==> src/rtl/led_driver_pwm.sv <==
// rtl/led_driver_pwm.sv - serial-in PWM LED driver, latch applied at period boundary; optional blink via LED_DRV_BLINK_EN
module led_driver_pwm #(
    parameter int CHANNELS     = 8,
    parameter int PWM_BITS     = 4,
    parameter int PRESCALE     = 1,
    parameter int BLINK_FRAMES = 32
) (
    input  logic                clock,
    input  logic                reset_n,
    input  logic                si,
    input  logic                shift_en,
    input  logic                ltch,
    input  logic                oe,
    output logic                so,
    output logic [CHANNELS-1:0] out,
    output logic                frame_sync
);
    localparam int L    = CHANNELS * PWM_BITS;
    localparam int PS_W = (PRESCALE > 1) ? $clog2(PRESCALE) : 1;
    localparam logic [PWM_BITS-1:0] CNT_MAX = PWM_BITS'((1 << PWM_BITS) - 2);
    localparam logic [PS_W-1:0]     PS_MAX  = PS_W'(PRESCALE - 1);

    if (CHANNELS < 1 || PWM_BITS < 1 || PWM_BITS > 8 || PRESCALE < 1 || BLINK_FRAMES < 1) begin : g_param_check
        $error("led_driver_pwm: illegal parameter value");
    end

    logic [L-1:0]          sr_q, sr_d, pend_q, pend_d, act_q, act_d;
    logic                  so_q, so_d, ltch_q, pv_q, pv_d, fs_q;
    logic [PWM_BITS-1:0]   pwm_q, pwm_d;
    logic [PS_W-1:0]       ps_q, ps_d;
    logic [CHANNELS-1:0]   out_q, out_d;
    logic                  tick, boundary, lpulse, shift, blank;

    assign lpulse   = ltch & ~ltch_q;
    assign shift    = shift_en & ~ltch;
    assign tick     = (ps_q == PS_MAX);
    assign boundary = tick && (pwm_q == CNT_MAX);

`ifdef LED_DRV_BLINK_EN
    localparam int BL_W = (2 * BLINK_FRAMES > 1) ? $clog2(2 * BLINK_FRAMES) : 1;
    logic [BL_W-1:0] bl_q;

    // Count period boundaries; the upper half of the count is the dark half of the blink
    always_ff @(posedge clock or negedge reset_n) begin
        if (!reset_n) begin
            bl_q <= '0;
        end else if (boundary) begin
            bl_q <= (bl_q == BL_W'(2 * BLINK_FRAMES - 1)) ? '0 : bl_q + 1'b1;
        end
    end

    assign blank = (bl_q >= BL_W'(BLINK_FRAMES));
`else
    assign blank = 1'b0;
`endif

    // Next-state for shifter, latch staging, boundary transfer, PWM timing and duty compare
    always_comb begin
        sr_d   = sr_q;
        so_d   = so_q;
        pend_d = pend_q;
        pv_d   = pv_q;
        act_d  = act_q;
        pwm_d  = pwm_q;
        ps_d   = tick ? '0 : ps_q + 1'b1;
        out_d  = '0;

        if (shift) begin
            sr_d = L'({si, sr_q} >> 1);
            so_d = sr_q[0];
        end

        if (lpulse) begin
            pend_d = sr_q;
            pv_d   = 1'b1;
        end

        // A latch in the boundary cycle itself goes straight to active
        if (boundary) begin
            pv_d = 1'b0;
            if (lpulse) begin
                act_d = sr_q;
            end else if (pv_q) begin
                act_d = pend_q;
            end
        end

        if (tick) begin
            pwm_d = boundary ? '0 : pwm_q + 1'b1;
        end

        for (int k = 0; k < CHANNELS; k++) begin
            out_d[k] = !blank && (act_q[k*PWM_BITS +: PWM_BITS] > pwm_q);
        end
    end

    // State registers, all cleared immediately by reset
    always_ff @(posedge clock or negedge reset_n) begin
        if (!reset_n) begin
            sr_q   <= '0;
            so_q   <= 1'b0;
            ltch_q <= 1'b0;
            pend_q <= '0;
            pv_q   <= 1'b0;
            act_q  <= '0;
            pwm_q  <= '0;
            ps_q   <= '0;
            fs_q   <= 1'b0;
            out_q  <= '0;
        end else begin
            sr_q   <= sr_d;
            so_q   <= so_d;
            ltch_q <= ltch;
            pend_q <= pend_d;
            pv_q   <= pv_d;
            act_q  <= act_d;
            pwm_q  <= pwm_d;
            ps_q   <= ps_d;
            fs_q   <= boundary;
            out_q  <= out_d;
        end
    end

    assign so         = so_q;
    assign frame_sync = fs_q;
    assign out        = oe ? out_q : '0;
endmodule
==> config.mk <==
export PLATFORM = sky130hd
export DESIGN_NAME = led_driver_pwm
export DESIGN_NICKNAME = d
export VERILOG_FILES = /design/src/rtl/led_driver_pwm.sv
export SDC_FILE = /design/constraint.sdc
export NUM_CORES = 1
export LEC_CHECK = 0
export ABC_AREA = 0
export ABC_CLOCK_PERIOD_IN_PS = 2400
export BUFFER_PORTS_ARGS = -buffer_cell sky130_fd_sc_hd__buf_2
export CORE_MARGIN = 3
export CORE_UTILIZATION = 50
export CTS_CLUSTER_DIAMETER = 50
export DETAILED_ROUTE_END_ITERATION = 12
export PLACE_DENSITY = 0.66
export SYNTH_ARGS = -nofsm -noshare
export SYNTH_HDL_FRONTEND = slang
export SYNTH_SLANG_ARGS = --single-unit
==> constraint.sdc <==
create_clock -name clock -period 2.4 [get_ports clock]
set_clock_uncertainty 0.05 [all_clocks]
set_input_delay 0.24 -clock clock [delete_from_list [all_inputs] [get_ports clock]]
set_output_delay 0.24 -clock clock [all_outputs]
set_load 0.01 [all_outputs]
==> results.md, run 1 <==
* Initial antenna violation count at 0
* Leak at 2.99 nW
* Seq pwr share at 58.3%
* Mean Syn Cell Area at 12.1 µm²
* DR vias at 3,204
* Critical Path AT at 1.89 ns
* Setup CP Type: reg -> reg
* Compound-Gate Fraction of Synth Area at 14.8%
* Antenna fix cells at 0
* DRT Pass-1 Iters at 4
* Mapped Nets at 471
* Average routed wire per standard cell at 16.3 µm
* FFs w/ async S/R, synth at 100%
* Final worst-path cycle share at 70.7%
* Placer congestion estimate at 0.739
* #FFs+latches synth at 112
* Total track usage at 18.3%
* Core area at 9950 µm²
* CP startpoint kind: flip-flop
* CP cell instances: buf_4 -> nand2b_1 -> mux2i_1 -> a22oi_1
* Psw at 1.16 mW
* Hold Vio Cnt, Final at 0
* Initial Util at 52.6%
* Number of buffers added for setup after CTS at 0
* Clock power share at 24.2%
* Xor-xnor portion of the synthesized cell area at 0%
* Comb power frac at 17.5%
* First-pass GRT wire length at 16.6 mm
* Maximum vdd drop at 454 µV
* CP max stage cell: dfrtp_1
* Cell Area, Synth at 5240 µm²
* Seq/Total Area, Yosys at 53.5%
* Combinational family with the most area after synthesis: compound AO/OA/AOI/OAI gates
* Top delay family on crit path: flip-flops
* Max_slew headroom at 54.7%
* CP endpoint kind: flip-flop
* Worst Path Max Fanout at 18
* Residual overflow from global routing at 0
* Die height at 108 µm
* Area share of the largest cell type after synthesis at 53.5%
* Most frequent cell after synthesis: dfrtp_1
* Total wire length at 9.49 mm
* RSZ-0062 raised after global routing: no
* Largest net degree at the start of global routing at 65
* Post-synth EDFFs at 0
* # H-tree levels at 3
* Top cells by area, synth: dfrtp_1 (54%), ha_1 (7.6%), mux2_1 (7.1%)
* CTS tree: done
* Status: completed
* Hold WC Path Type: in -> reg
* Post-DRT Antenna Nets at 0
* Die Footprint at 11,700 µm²
* Std cell rows at 36
* Top Ports at 16
* Post-Syn Instances at 433
* CP bufs+invs at 1
* DP Wirelength at 6.73 mm
* Reg area at 2800 µm²
* Layout cells sized above 1 at 10.5%
* Fmax at 590 MHz
* Final #Nets at 483
* Cell-internal power at 3.03 mW
* Die X at 108 µm
* DRC at 0
* Post-CTS Hold Buffers at 1
* DRT iter0 DRCs at 202
* Yosys warning count at 0
* Design area at 5640 µm²
* Synth area leader: dfrtp_1
* Clock sink total at 112
* Worst-case clock buffer depth at 2
* # fillers at 835
* Root buffer cell: clkbuf_8
* CP max stage delay at 0.79 ns
* Vias per cell at 5.51
* TNS Setup at 0 ns
* Sw Share at 27.6%
* Unique masters post-synth at 28
* Adder-cell share of the synthesized area at 7.65%
* Most instantiated cells after synthesis: dfrtp_1 (112), mux2_1 (33), ha_1 (32)
* Worst Tran Pin Value at 0.679 ns
* Max-cap viol count at 0
* Skew-Pair Late Insertion Delay at 0.37 ns
* Synth Flop Type: dfrtp_1
* Simple-gate share of the synthesized area at 11.4%
* Tmin final at 1.70 ns
* Pins Over Slew Limit at 0
* # setup viols final at 0
* Number of global-route vias before repair at 3,262
* Worst-path clk slew at 0.10 ns
* Buffers on Ports at 15
* P per Cell Area at 743 nW/µm²
* Cts bufs inserted at 9
* Area growth syn-to-layout at 7.65%
* DP Area at 5450 µm²
* Cts repair resizes at 0
* Mux cell area share after synthesis at 8.84%
* Area of the multi-input gates at 2240 µm²
* WP data required at 2.59 ns
## per-layer routing
layer | GRT usage, % | routed length, µm | up-vias
met3 | 3.58 | 245 | 18
met2 | 25.7 | 3920 | 39
met5 | 0 | 0 | -
li1 | - | - | 1601
met4 | 6.94 | 187 | 0
met1 | 28.0 | 5140 | 1546
## placed cells by master, fill, tap and decap left out, drive strengths merged, types with 2 or more instances in the layout
master / Yosys / layout
a21o: 24 / 24
a21oi: 9 / 9
a22oi: 8 / 8
a31oi: 25 / 25
and2: 8 / 8
and3b: 24 / 24
buf: 19 / 26
clkbuf: 7 / 12
clkinv: 0 / 2
dfrtp: 112 / 112
ha: 32 / 32
inv: 12 / 12
mux2: 34 / 34
mux2i: 8 / 8
nand2: 29 / 29
nand2b: 10 / 10
nand4: 8 / 8
nor2: 10 / 10
nor2b: 9 / 9
o21ai: 19 / 19
o2bb2ai: 24 / 24
## metrics by stage
step	worst slack [ns]	hold slack, ns	util, %	total power [mW]	instances
5_1_grt	0.607	0.0214	56.6	4.47	582
3_3_place_gp	0.710	0.171	54.8	3.17	566
4_1_cts	0.709	0.0224	56.6	4.24	582
6_report	0.704	0.0433	56.6	4.19	582
3_5_place_dp	0.644	0.171	54.8	3.22	566
2_1_floorplan	0.965	-0.106	-	2.96	433
## final timing paths
check,startpoint,endpoint,slack [ns],cells after the start
worst max-delay path,pv_q$_DFFE_PN0P_,act_q[0]$_DFFE_PN0P_,0.70,4
worst min-delay path,si,sr_q[31]$_DFFE_PN0P_,0.04,2
worst max register to register,pv_q$_DFFE_PN0P_,act_q[0]$_DFFE_PN0P_,0.70,4
worst min register to register,pend_q[12]$_DFFE_PN0P_,pend_q[12]$_DFFE_PN0P_,0.42,2
max in group asynchronous,reset_n,sr_q[20]$_DFFE_PN0P_,1.33,3
min in group asynchronous,reset_n,out_q[4]$_DFF_PN0_,0.31,2
## worst register-to-register path, stage by stage (launching register included)
cell	delay [ns]
dfrtp_1	0.79
buf_4	0.35
nand2b_1	0.08
mux2i_1	0.21
a22oi_1	0.09
## state kept, by name, indices dropped and copies added, names as in the netlist
name	flops
pwm_q	4
so	1
sr_q	32
ltch_q	1
out_q	8
pend_q	32
pv_q	1
frame_sync	1
act_q	32
## layout make-up
cell class,count,area share (%)
repair buffers,27,3.69
well taps,133,2.95
clock buffers,12,2.75
inverters,12,0.799
clock inverters,3,0.311
flip-flops and latches,112,49.7
multi-input cells,283,39.8
## logic make-up after synthesis
family / after synthesis
mux: 42
flops: 112
compound gates: 110
simple gates: 99
buf+inv: 38
fa+ha+maj: 32
## power groups by stage
stage / clock network [mW] / logic (mW) / registers [mW]
floorplan: 0 / 0.569 / 2.39
global placement: 0 / 0.704 / 2.47
detailed placement: 0 / 0.741 / 2.48
CTS: 1.05 / 0.747 / 2.44
global route: 1.13 / 0.849 / 2.49
finish: 1.02 / 0.732 / 2.44
No activity file was read; power rests on OpenSTA's default activity.
==> inputs of run 2 (changes only) <==
--- a/config.mk
+++ b/config.mk
@@ -5,8 +5,8 @@
 export SDC_FILE = /design/constraint.sdc
 export NUM_CORES = 1
 export LEC_CHECK = 0
-export ABC_AREA = 0
-export ABC_CLOCK_PERIOD_IN_PS = 2400
+export ABC_AREA = 1
+export ABC_CLOCK_PERIOD_IN_PS = 1650
 export BUFFER_PORTS_ARGS = -buffer_cell sky130_fd_sc_hd__buf_2
 export CORE_MARGIN = 3
 export CORE_UTILIZATION = 50
==> constraint.sdc (replaced) <==
create_clock -name clock -period 1.65 [get_ports clock]
set_clock_uncertainty 0.05 [all_clocks]
set_input_delay 0.165 -clock clock [delete_from_list [all_inputs] [get_ports clock]]
set_output_delay 0.165 -clock clock [all_outputs]
set_load 0.01 [all_outputs]
==> run 2 against run 1 <==
- routed wire length down 2.8%
- critical path depth up 2
- clock power up 50%
- largest power group unchanged
- synthesized cell count up 35%
- highest routed layer unchanged
- global-route usage down 0.21 points
==> results.md, run 2 <==
* Mean Syn Cell Area at 8.78 µm²
* Total wire length at 9.22 mm
* FFs w/ async S/R, synth at 100%
* Status: completed
* Seq/Total Area, Yosys at 54.6%
* # setup viols final at 0
* Post-synth EDFFs at 0
* Initial Util at 52.1%
* Std cell rows at 36
* Yosys warning count at 0
* #FFs+latches synth at 112
* Setup CP Type: reg -> reg
* Top Registers: act_q x32, pend_q x32, sr_q x32
* Cts repair resizes at 0
* CP endpoint kind: flip-flop
* DRT iter0 DRCs at 182
* Largest net degree at the start of global routing at 66
* # H-tree levels at 3
* Fmax at 676 MHz
* Core area at 9860 µm²
* Worst-path clk slew at 0.10 ns
* Post-Syn Instances at 585
* Max_slew headroom at 69.8%
* Antenna fix cells at 0
* Pre-CTS setup slack at 0.178 ns
* DP Wirelength at 6.42 mm
* Clock sink total at 112
* Most frequent cells in the layout: nand2_1 (200), dfrtp_1 (112), nand3_1 (65), inv_1 (63), a21oi_1 (35)
* Vias per cell at 4.85
* Hold Vio Cnt, Final at 0
* RSZ-0062 raised after global routing: no
* CTS tree: done
* Most common cell after layout, fill and taps aside: nand2_1
* Most frequent cell after synthesis: nand2_1
* Average routed wire per standard cell at 12.6 µm
* Number of global-route vias before repair at 3,448
* Total track usage at 18.1%
* Worst Path Max Fanout at 10
* First-pass GRT wire length at 16.6 mm
* DRT Pass-1 Iters at 4
* Synth area leader: dfrtp_1
* Layout cells sized above 1 at 7.82%
* Most instantiated cells after synthesis: nand2_1 (200), dfrtp_1 (112), nand3_1 (65)
* DRC at 0
* Area growth syn-to-layout at 7.26%
* Initial antenna violation count at 0
* Synth Flop Type: dfrtp_1
* Number of buffers added for setup after CTS at 0
* Tmin final at 1.48 ns
* Final worst-path cycle share at 89.7%
* Cell Area, Synth at 5140 µm²
* Cts bufs inserted at 9
* Critical Path AT at 1.69 ns
* Residual overflow from global routing at 0
* Hold WC Path Type: in -> reg
* Placer congestion estimate at 0.731
* Top cells by area, synth: dfrtp_1 (55%), nand2_1 (15%), ha_1 (7.8%)
* Unique masters post-synth at 17
* Mapped Nets at 623
* Buffers on Ports at 15
* Max-cap viol count at 0
* CP startpoint kind: flip-flop
* WP data required at 1.86 ns
* Die X at 107 µm
* Maximum vdd drop at 524 µV
* Die Footprint at 11,500 µm²
* Final setup margin at 0.170 ns
* Skew-Pair Late Insertion Delay at 0.37 ns
* Post-DRT Antenna Nets at 0
* Top Ports at 16
* DR vias at 3,559
* P per Cell Area at 1140 nW/µm²
* Die height at 107 µm
* Worst-case clock buffer depth at 2
* TNS Setup at 0 ns
* Leak at 3.08 nW
* Post-CTS Hold Buffers at 2
* Area share of the largest cell type after synthesis at 54.6%
* Final #Nets at 634
* Worst Tran Pin Value at 0.453 ns
* Hold_ws at 0.00734 ns
* Root buffer cell: clkbuf_8
* Pins Over Slew Limit at 0
-- run 2: cell types whose count changed in the layout (fill, tap and decap cells not counted), sizes merged, moves of 9 or more --
cell	before	now
nand3	0	65
inv	12	65
nand2b	10	0
a21o	24	0
and3b	24	0
mux2	34	0
nand2	29	205
nor2b	9	0
a31oi	25	0
a21oi	9	35
nor2	10	27
o2bb2ai	24	0
-- run 2: cells by family (layout without fill, tap and decap cells) --
group | Yosys count | in the layout | synth area share, %
compound gates | 52 | 52 | 5.07
simple gates | 297 | 297 | 24.1
fa+ha+maj | 32 | 32 | 7.80
flops | 112 | 112 | 54.6
buf+inv | 92 | 108 | 8.43
-- run 2: layer usage --
metal | GRT usage (%) | share of wire [%] | vias to the layer above
li1 | - | - | 1867
met1 | 28.1 | 54 | 1636
met2 | 25.2 | 42 | 46
met3 | 3.24 | 2.8 | 10
met4 | 6.58 | 1.3 | 0
met5 | 0 | 0 | -
-- run 2: cell type report --
type                            count  area, µm²
Clock buffer                       14        173
Clock inverter                      2       12.5
Fill cell                         900       4360
Inverter                           65        244
Multi-Input combinational cell    381       1900
Sequential cell                   112       2800
Tap cell                          133        166
Timing Repair Buffer               27        210
-- run 2: worst max-delay path, stage by stage (launching register included) --
cell     delay, ns
dfrtp_1       0.42
inv_1         0.34
ha_1          0.33
nand2_1       0.07
nand2_1       0.04
nand2_1       0.05
a21oi_1       0.07
-- run 2: power breakdown --
group	internal [mW]	switching, mW	total [mW]	leakage (nW)
combinational	0.471	0.726	1.20	1.63
clock	0.674	0.858	1.53	0.0927
sequential	3.28	0.266	3.54	1.36
total	4.42	1.85	6.27	3.08
-- run 2: path summary, 6_finish.rpt --
| check | start | end | depth (start not counted) | slack, ns |
|---|---|---|---|---|
| setup / recovery | pwm_q[1]$_DFF_PN0_ | out_q[7]$_DFF_PN0_ | 6 | 0.17 |
| hold / removal | shift_en | sr_q[31]$_DFFE_PN0P_ | 3 | 0.007 |
| setup reg to reg | pwm_q[1]$_DFF_PN0_ | out_q[7]$_DFF_PN0_ | 6 | 0.17 |
| hold reg to reg | pend_q[10]$_DFFE_PN0P_ | pend_q[10]$_DFFE_PN0P_ | 2 | 0.43 |
| max in group asynchronous | reset_n | sr_q[8]$_DFFE_PN0P_ | 3 | 0.69 |
| min in group asynchronous | reset_n | act_q[23]$_DFFE_PN0P_ | 2 | 0.23 |
-- run 2: metrics by stage --
step	cells	cell area, µm²	utilization (%)	power (mW)
floorplan	585	5140	-	4.42
global placement	716	5300	53.8	4.73
detailed placement	716	5300	53.8	4.80
CTS	734	5510	55.8	6.34
global route	734	5510	55.8	6.75
finish	734	5510	55.8	6.27
